==> config.mk <==
export PLATFORM = sky130hd
export DESIGN_NAME = bit_debounce_sync
export DESIGN_NICKNAME = d
export VERILOG_FILES = /design/src/rtl/bit_debounce_sync.sv
export SDC_FILE = /design/constraint.sdc
export NUM_CORES = 1
export LEC_CHECK = 0
export BUFFER_PORTS_ARGS = -buffer_cell sky130_fd_sc_hd__buf_4
export CAP_MARGIN = 20
export CORE_AREA = 2 2 39 41
export DETAILED_ROUTE_END_ITERATION = 10
export DIE_AREA = 0 0 41 43
export HOLD_SLACK_MARGIN = 0.02
export PLACE_DENSITY = 0.49
export SYNTH_ARGS = -nofsm -noshare
export SYNTH_HDL_FRONTEND = slang
export SYNTH_SLANG_ARGS = --single-unit
==> constraint.sdc <==
create_clock -name clk -period 1.35 [get_ports clk]
set_input_delay 0.27 -clock clk [delete_from_list [all_inputs] [get_ports clk]]
set_output_delay 0.27 -clock clk [all_outputs]
set_load 0.005 [all_outputs]
==> src/rtl/bit_debounce_sync.sv <==
// Debounces one raw asynchronous input into a clean synchronous level with rise/fall pulses.
// Optional saturating glitch counter output enabled by BIT_DEBOUNCE_GLITCH_CNT_EN.
module bit_debounce_sync #(
    parameter int unsigned SYNC_STAGES   = 2,
    parameter int unsigned STABLE_CYCLES = 4
) (
    input  logic       clk,
    input  logic       rst_n,
    input  logic       in,
    output logic       out,
    output logic       rise,
    output logic       fall
`ifdef BIT_DEBOUNCE_GLITCH_CNT_EN
    ,
    output logic [7:0] glitch_cnt
`endif
);

    localparam int unsigned CNT_W = $clog2(STABLE_CYCLES);
    localparam logic [CNT_W-1:0] CntOne  = CNT_W'(1);
    localparam logic [CNT_W-1:0] CntLast = CNT_W'(STABLE_CYCLES - 1);

    typedef enum logic [1:0] {
        StLow,
        StWaitHi,
        StHigh,
        StWaitLo
    } state_e;

    state_e                 state_q, state_d;
    logic [SYNC_STAGES-1:0] sync_q;
    logic                   s;
    logic [CNT_W-1:0]       cnt_q, cnt_d;
    logic                   out_q, out_d;
    logic                   rise_q, rise_d;
    logic                   fall_q, fall_d;

    // Only sync_q[0] ever sees the raw input.
    always_ff @(posedge clk or negedge rst_n) begin
        if (!rst_n) begin
            sync_q <= '0;
        end else begin
            sync_q <= {sync_q[SYNC_STAGES-2:0], in};
        end
    end

    assign s = sync_q[SYNC_STAGES-1];

    always_ff @(posedge clk or negedge rst_n) begin
        if (!rst_n) begin
            state_q <= StLow;
            cnt_q   <= '0;
            out_q   <= 1'b0;
            rise_q  <= 1'b0;
            fall_q  <= 1'b0;
        end else begin
            state_q <= state_d;
            cnt_q   <= cnt_d;
            out_q   <= out_d;
            rise_q  <= rise_d;
            fall_q  <= fall_d;
        end
    end

    always_comb begin
        state_d = state_q;
        cnt_d   = cnt_q;
        out_d   = out_q;
        rise_d  = 1'b0;
        fall_d  = 1'b0;
        case (state_q)
            StLow: begin
                if (s) begin
                    state_d = StWaitHi;
                    cnt_d   = CntOne;
                end
            end
            StWaitHi: begin
                if (!s) begin
                    state_d = StLow;
                    cnt_d   = '0;
                end else if (cnt_q == CntLast) begin
                    state_d = StHigh;
                    out_d   = 1'b1;
                    rise_d  = 1'b1;
                    cnt_d   = '0;
                end else begin
                    cnt_d = cnt_q + CntOne;
                end
            end
            StHigh: begin
                if (!s) begin
                    state_d = StWaitLo;
                    cnt_d   = CntOne;
                end
            end
            StWaitLo: begin
                if (s) begin
                    state_d = StHigh;
                    cnt_d   = '0;
                end else if (cnt_q == CntLast) begin
                    state_d = StLow;
                    out_d   = 1'b0;
                    fall_d  = 1'b1;
                    cnt_d   = '0;
                end else begin
                    cnt_d = cnt_q + CntOne;
                end
            end
            default: begin
                state_d = StLow;
                cnt_d   = '0;
                out_d   = 1'b0;
            end
        endcase
    end

    assign out  = out_q;
    assign rise = rise_q;
    assign fall = fall_q;

`ifdef BIT_DEBOUNCE_GLITCH_CNT_EN
    logic       abort;
    logic [7:0] glitch_q;

    // An abort is any wait state falling back to the level it started from.
    assign abort = ((state_q == StWaitHi) && !s) || ((state_q == StWaitLo) && s);

    always_ff @(posedge clk or negedge rst_n) begin
        if (!rst_n) begin
            glitch_q <= '0;
        end else if (abort && (glitch_q != 8'hFF)) begin
            glitch_q <= glitch_q + 8'd1;
        end
    end

    assign glitch_cnt = glitch_q;
`endif

endmodule

==> parameters.txt <==
Parameter                              Value

Floorplanning
  Overall die area    ~1800 sq um
  Count of pins on the block boundary    6
  DIE HEIGHT    around 43 um
  Cell row count    14
  Width of the die    about 40 um
  Starting density of the core    about 25%
  Total core area    approximately 1400 sq um

Timing
  Top achievable clock speed    ~820 MHz
  Number of max-slew violations in the final report    0
  Post-route fraction of the period consumed by the critical path    between 80% and 90%
  Final setup vio count    0
  Rel. slew slack    around four fifths
  Worst Setup Slack, final    0.137 ns
  Final-layout setup total negative slack    0 ns
  Setup repair after global routing missed its margin    false
  Final worst clock skew    0.00166 ns
  Worst Tran Pin Value    0.297 ns
  Min Clock Period, post-route    around 1.2 ns
  Number of hold-slack violations in the final timing report    0

Clocking
  Worst-Skew Late Latency    0.25 ns
  Clock tree from TritonCTS    built
  CTS Buf Count    3
  Total clock sinks    9
  Post-CTS setup-driven buffer insertion count    0
  Maximum clock insertion buffer count    2
  Clock Tree Root    sky130_fd_sc_hd__clkbuf_4
  Maximum level of the CTS H-tree    1
  Worst-path clk slew    0.06 ns

Detailed routing
  Vias post-DR    roughly 230
  Per-cell via count in the routed design    4.40
  Final routed DRC violation total    0
  First-pass detailed-route iteration total    1
  Number of nets with antenna violations after routing    0
  Violation count after the first detailed-routing iteration    0
  Average wire per standard cell    between 10 and 15 um
  Total wire length after detailed routing    about 580 um

Hold path
  Worst hold path endpoint    sync_q[0]$_DFF_PN0_
  Path category of the worst min-delay check    input pin to register
  Count of cells along the worst hold path    1
  Launch instance of the worst min-delay path    in

Finish
  Fraction of layout cells with a size suffix above 1    30.6%
  Diode count    0
  Final net count    42
  Synthesis-to-finish area growth    26.9%

Power and ir drop
  Cell leakage power    0.206 nW
  Pwr dens    between 1500 and 2000 nW/um^2
  Worst vdd ir    between 0.5 and 0.6 mV

Critical path
  Arr. time, crit path    1.35 ns
  Setup slack on the worst flop-to-flop path    approximately 0.14 ns
  Crit path capture type    register
  Data required time of the critical path    1.49 ns
  Crit path largest cell delay    0.41 ns
  Startpoint Class    register
  Highest net fanout along the worst path    4
  Critical path's slowest cell    sky130_fd_sc_hd__dfrtp_1
  Critical Path, Cell by Cell    ha_1 -> nand2_1 -> mux2_2
  Crit Path Class    register to register
  Depth of the worst register-to-register path    3
  Reg2Reg Launch Point    cnt_q[0]$_DFFE_PN0P_

Global routing
  Global-route wire length before repair    just under 1000 um
  Most used routing layer    met2
  Pin count of the biggest net entering global routing    10
  Initial antenna violation count    0
  Met2 track utilization from global routing    a little over an eighth
  Number of global-route vias before repair    approximately 240
  GRT Overall Usage    9.45%
  Met3 Use GR    approximately 4.7%
  Met1 track demand over resource    10.0%
  Overflow left after global routing    0

Placed design
  HPWL Detailed    436 um
  Final RePlAce weighted congestion    between 0.6 and 0.7
  Post-place setup slack    around 0.16 ns
  Number of I/O port buffers    5

Outcome
  Result of the run    finished, final reports clean

Synthesis
  Sequential area share after synthesis    between 60 and 70%
  Synthesized area    between 300 and 400 sq um
  Flip-flop and latch count after synthesis    9
  Synthesized netlist cell count    26
  Syn. warnings    0
  Distinct cell type count of the synthesized netlist    14
  Average cell area after synthesis    roughly 13 sq um
  Syn nets    31

Job
  Count of maximum capacitance violations    0
[timing repair]
action | in CTS | in global routing
resized for setup | 0 | 0
hold buffers | 1 | 0
hold endpoints to repair | 9 | 0
[layout make-up]
class	count	area, sq um
Clock buffer	4	26.3
Fill cell	142	941
Inverter	1	3.75
Multi-Input combinational cell	16	120
Sequential cell	9	225
Tap cell	16	20.0
Timing Repair Buffer	6	47.5
[cells by family (layout without fill, tap and decap cells)]
family                   after synthesis  after routing  share of synthesized area [%]
AO/OA/AOI/OAI                          4              4                           7.17
XOR/XNOR                               1              1                           2.51
AND/OR/NAND/NOR                        8              8                           14.3
multiplexers                           1              1                           3.23
adder cells (fa/ha/maj)                2              2                           7.17
flip-flops                             9              9                           64.5
buffers and inverters                  1             11                           1.07
[power breakdown]
| group | switching (mW) | leakage (nW) | internal, mW |
|---|---|---|---|
| registers | 0.0742 | 0.112 | 0.347 |
| clock network | 0.0857 | 0.0150 | 0.113 |
| logic | 0.0931 | 0.0791 | 0.113 |
| total | 0.253 | 0.206 | 0.573 |
[worst max-delay path: cells and delay by family, from the launching register on]
| kind | cells | cell delay (ns) |
|---|---|---|
| adder cells (fa/ha/maj) | 1 | 0.22 |
| flip-flops | 1 | 0.41 |
| multiplexers | 1 | 0.34 |
| AND/OR/NAND/NOR | 1 | 0.13 |
[placed cells by master (no fill, tap or decap), drive strengths merged]
master,synthesis,layout
buf,0,5
nand2b,2,2
nor3b,1,1
dfrtp,9,9
mux2,1,1
nand2,2,2
xor2,1,1
nor3,1,1
clkbuf,0,4
dlygate4sd3,0,1
ha,2,2
inv,1,1
o21ai,2,2
o31ai,1,1
nand3,1,1
o21a,1,1
and2,1,1
[through the flow]
step | cells | instance area [sq um] | power, mW | hold slack (ns) | util (%)
floorplan | 26 | 349 | 0.548 | -0.0256 | -
global placement | 47 | 407 | 0.607 | 0.0957 | 29.4
detailed placement | 47 | 407 | 0.631 | 0.100 | 29.4
CTS | 52 | 443 | 0.846 | 0.113 | 32.0
global route | 52 | 443 | 0.894 | 0.109 | 32.0
finish | 52 | 443 | 0.826 | 0.123 | 32.0
[how the worst max path moves through the flow]
stage | slack, ns | to | cells after the start | start
floorplan | 0.23 | register | 3 | cnt_q[0]$_DFFE_PN0P_
global placement | 0.18 | register | 3 | cnt_q[0]$_DFFE_PN0P_
detailed placement | 0.16 | register | 3 | cnt_q[0]$_DFFE_PN0P_
CTS | 0.13 | register | 3 | cnt_q[0]$_DFFE_PN0P_
global route | 0.07 | register | 3 | cnt_q[0]$_DFFE_PN0P_
finish | 0.14 | register | 3 | cnt_q[0]$_DFFE_PN0P_
[synthesized netlist by cell type (all sizes together)]
cell type,number,share of area (%)
inv,1,1.1
ha,2,7.2
o21ai,2,2.9
xor2,1,2.5
and2,1,2.2
nor3b,1,3.6
mux2,1,3.2
nand2,2,2.2
o31ai,1,2.2
dfrtp,9,65
nand3,1,1.4
nand2b,2,3.6
o21a,1,2.2
nor3,1,1.4
[layer usage]
metal	vias up	share of wire, %
met5	-	0
met4	0	1.4
met3	2	4.8
met2	5	55
met1	113	39
li1	109	-
Power figures use the tool's default switching activity.
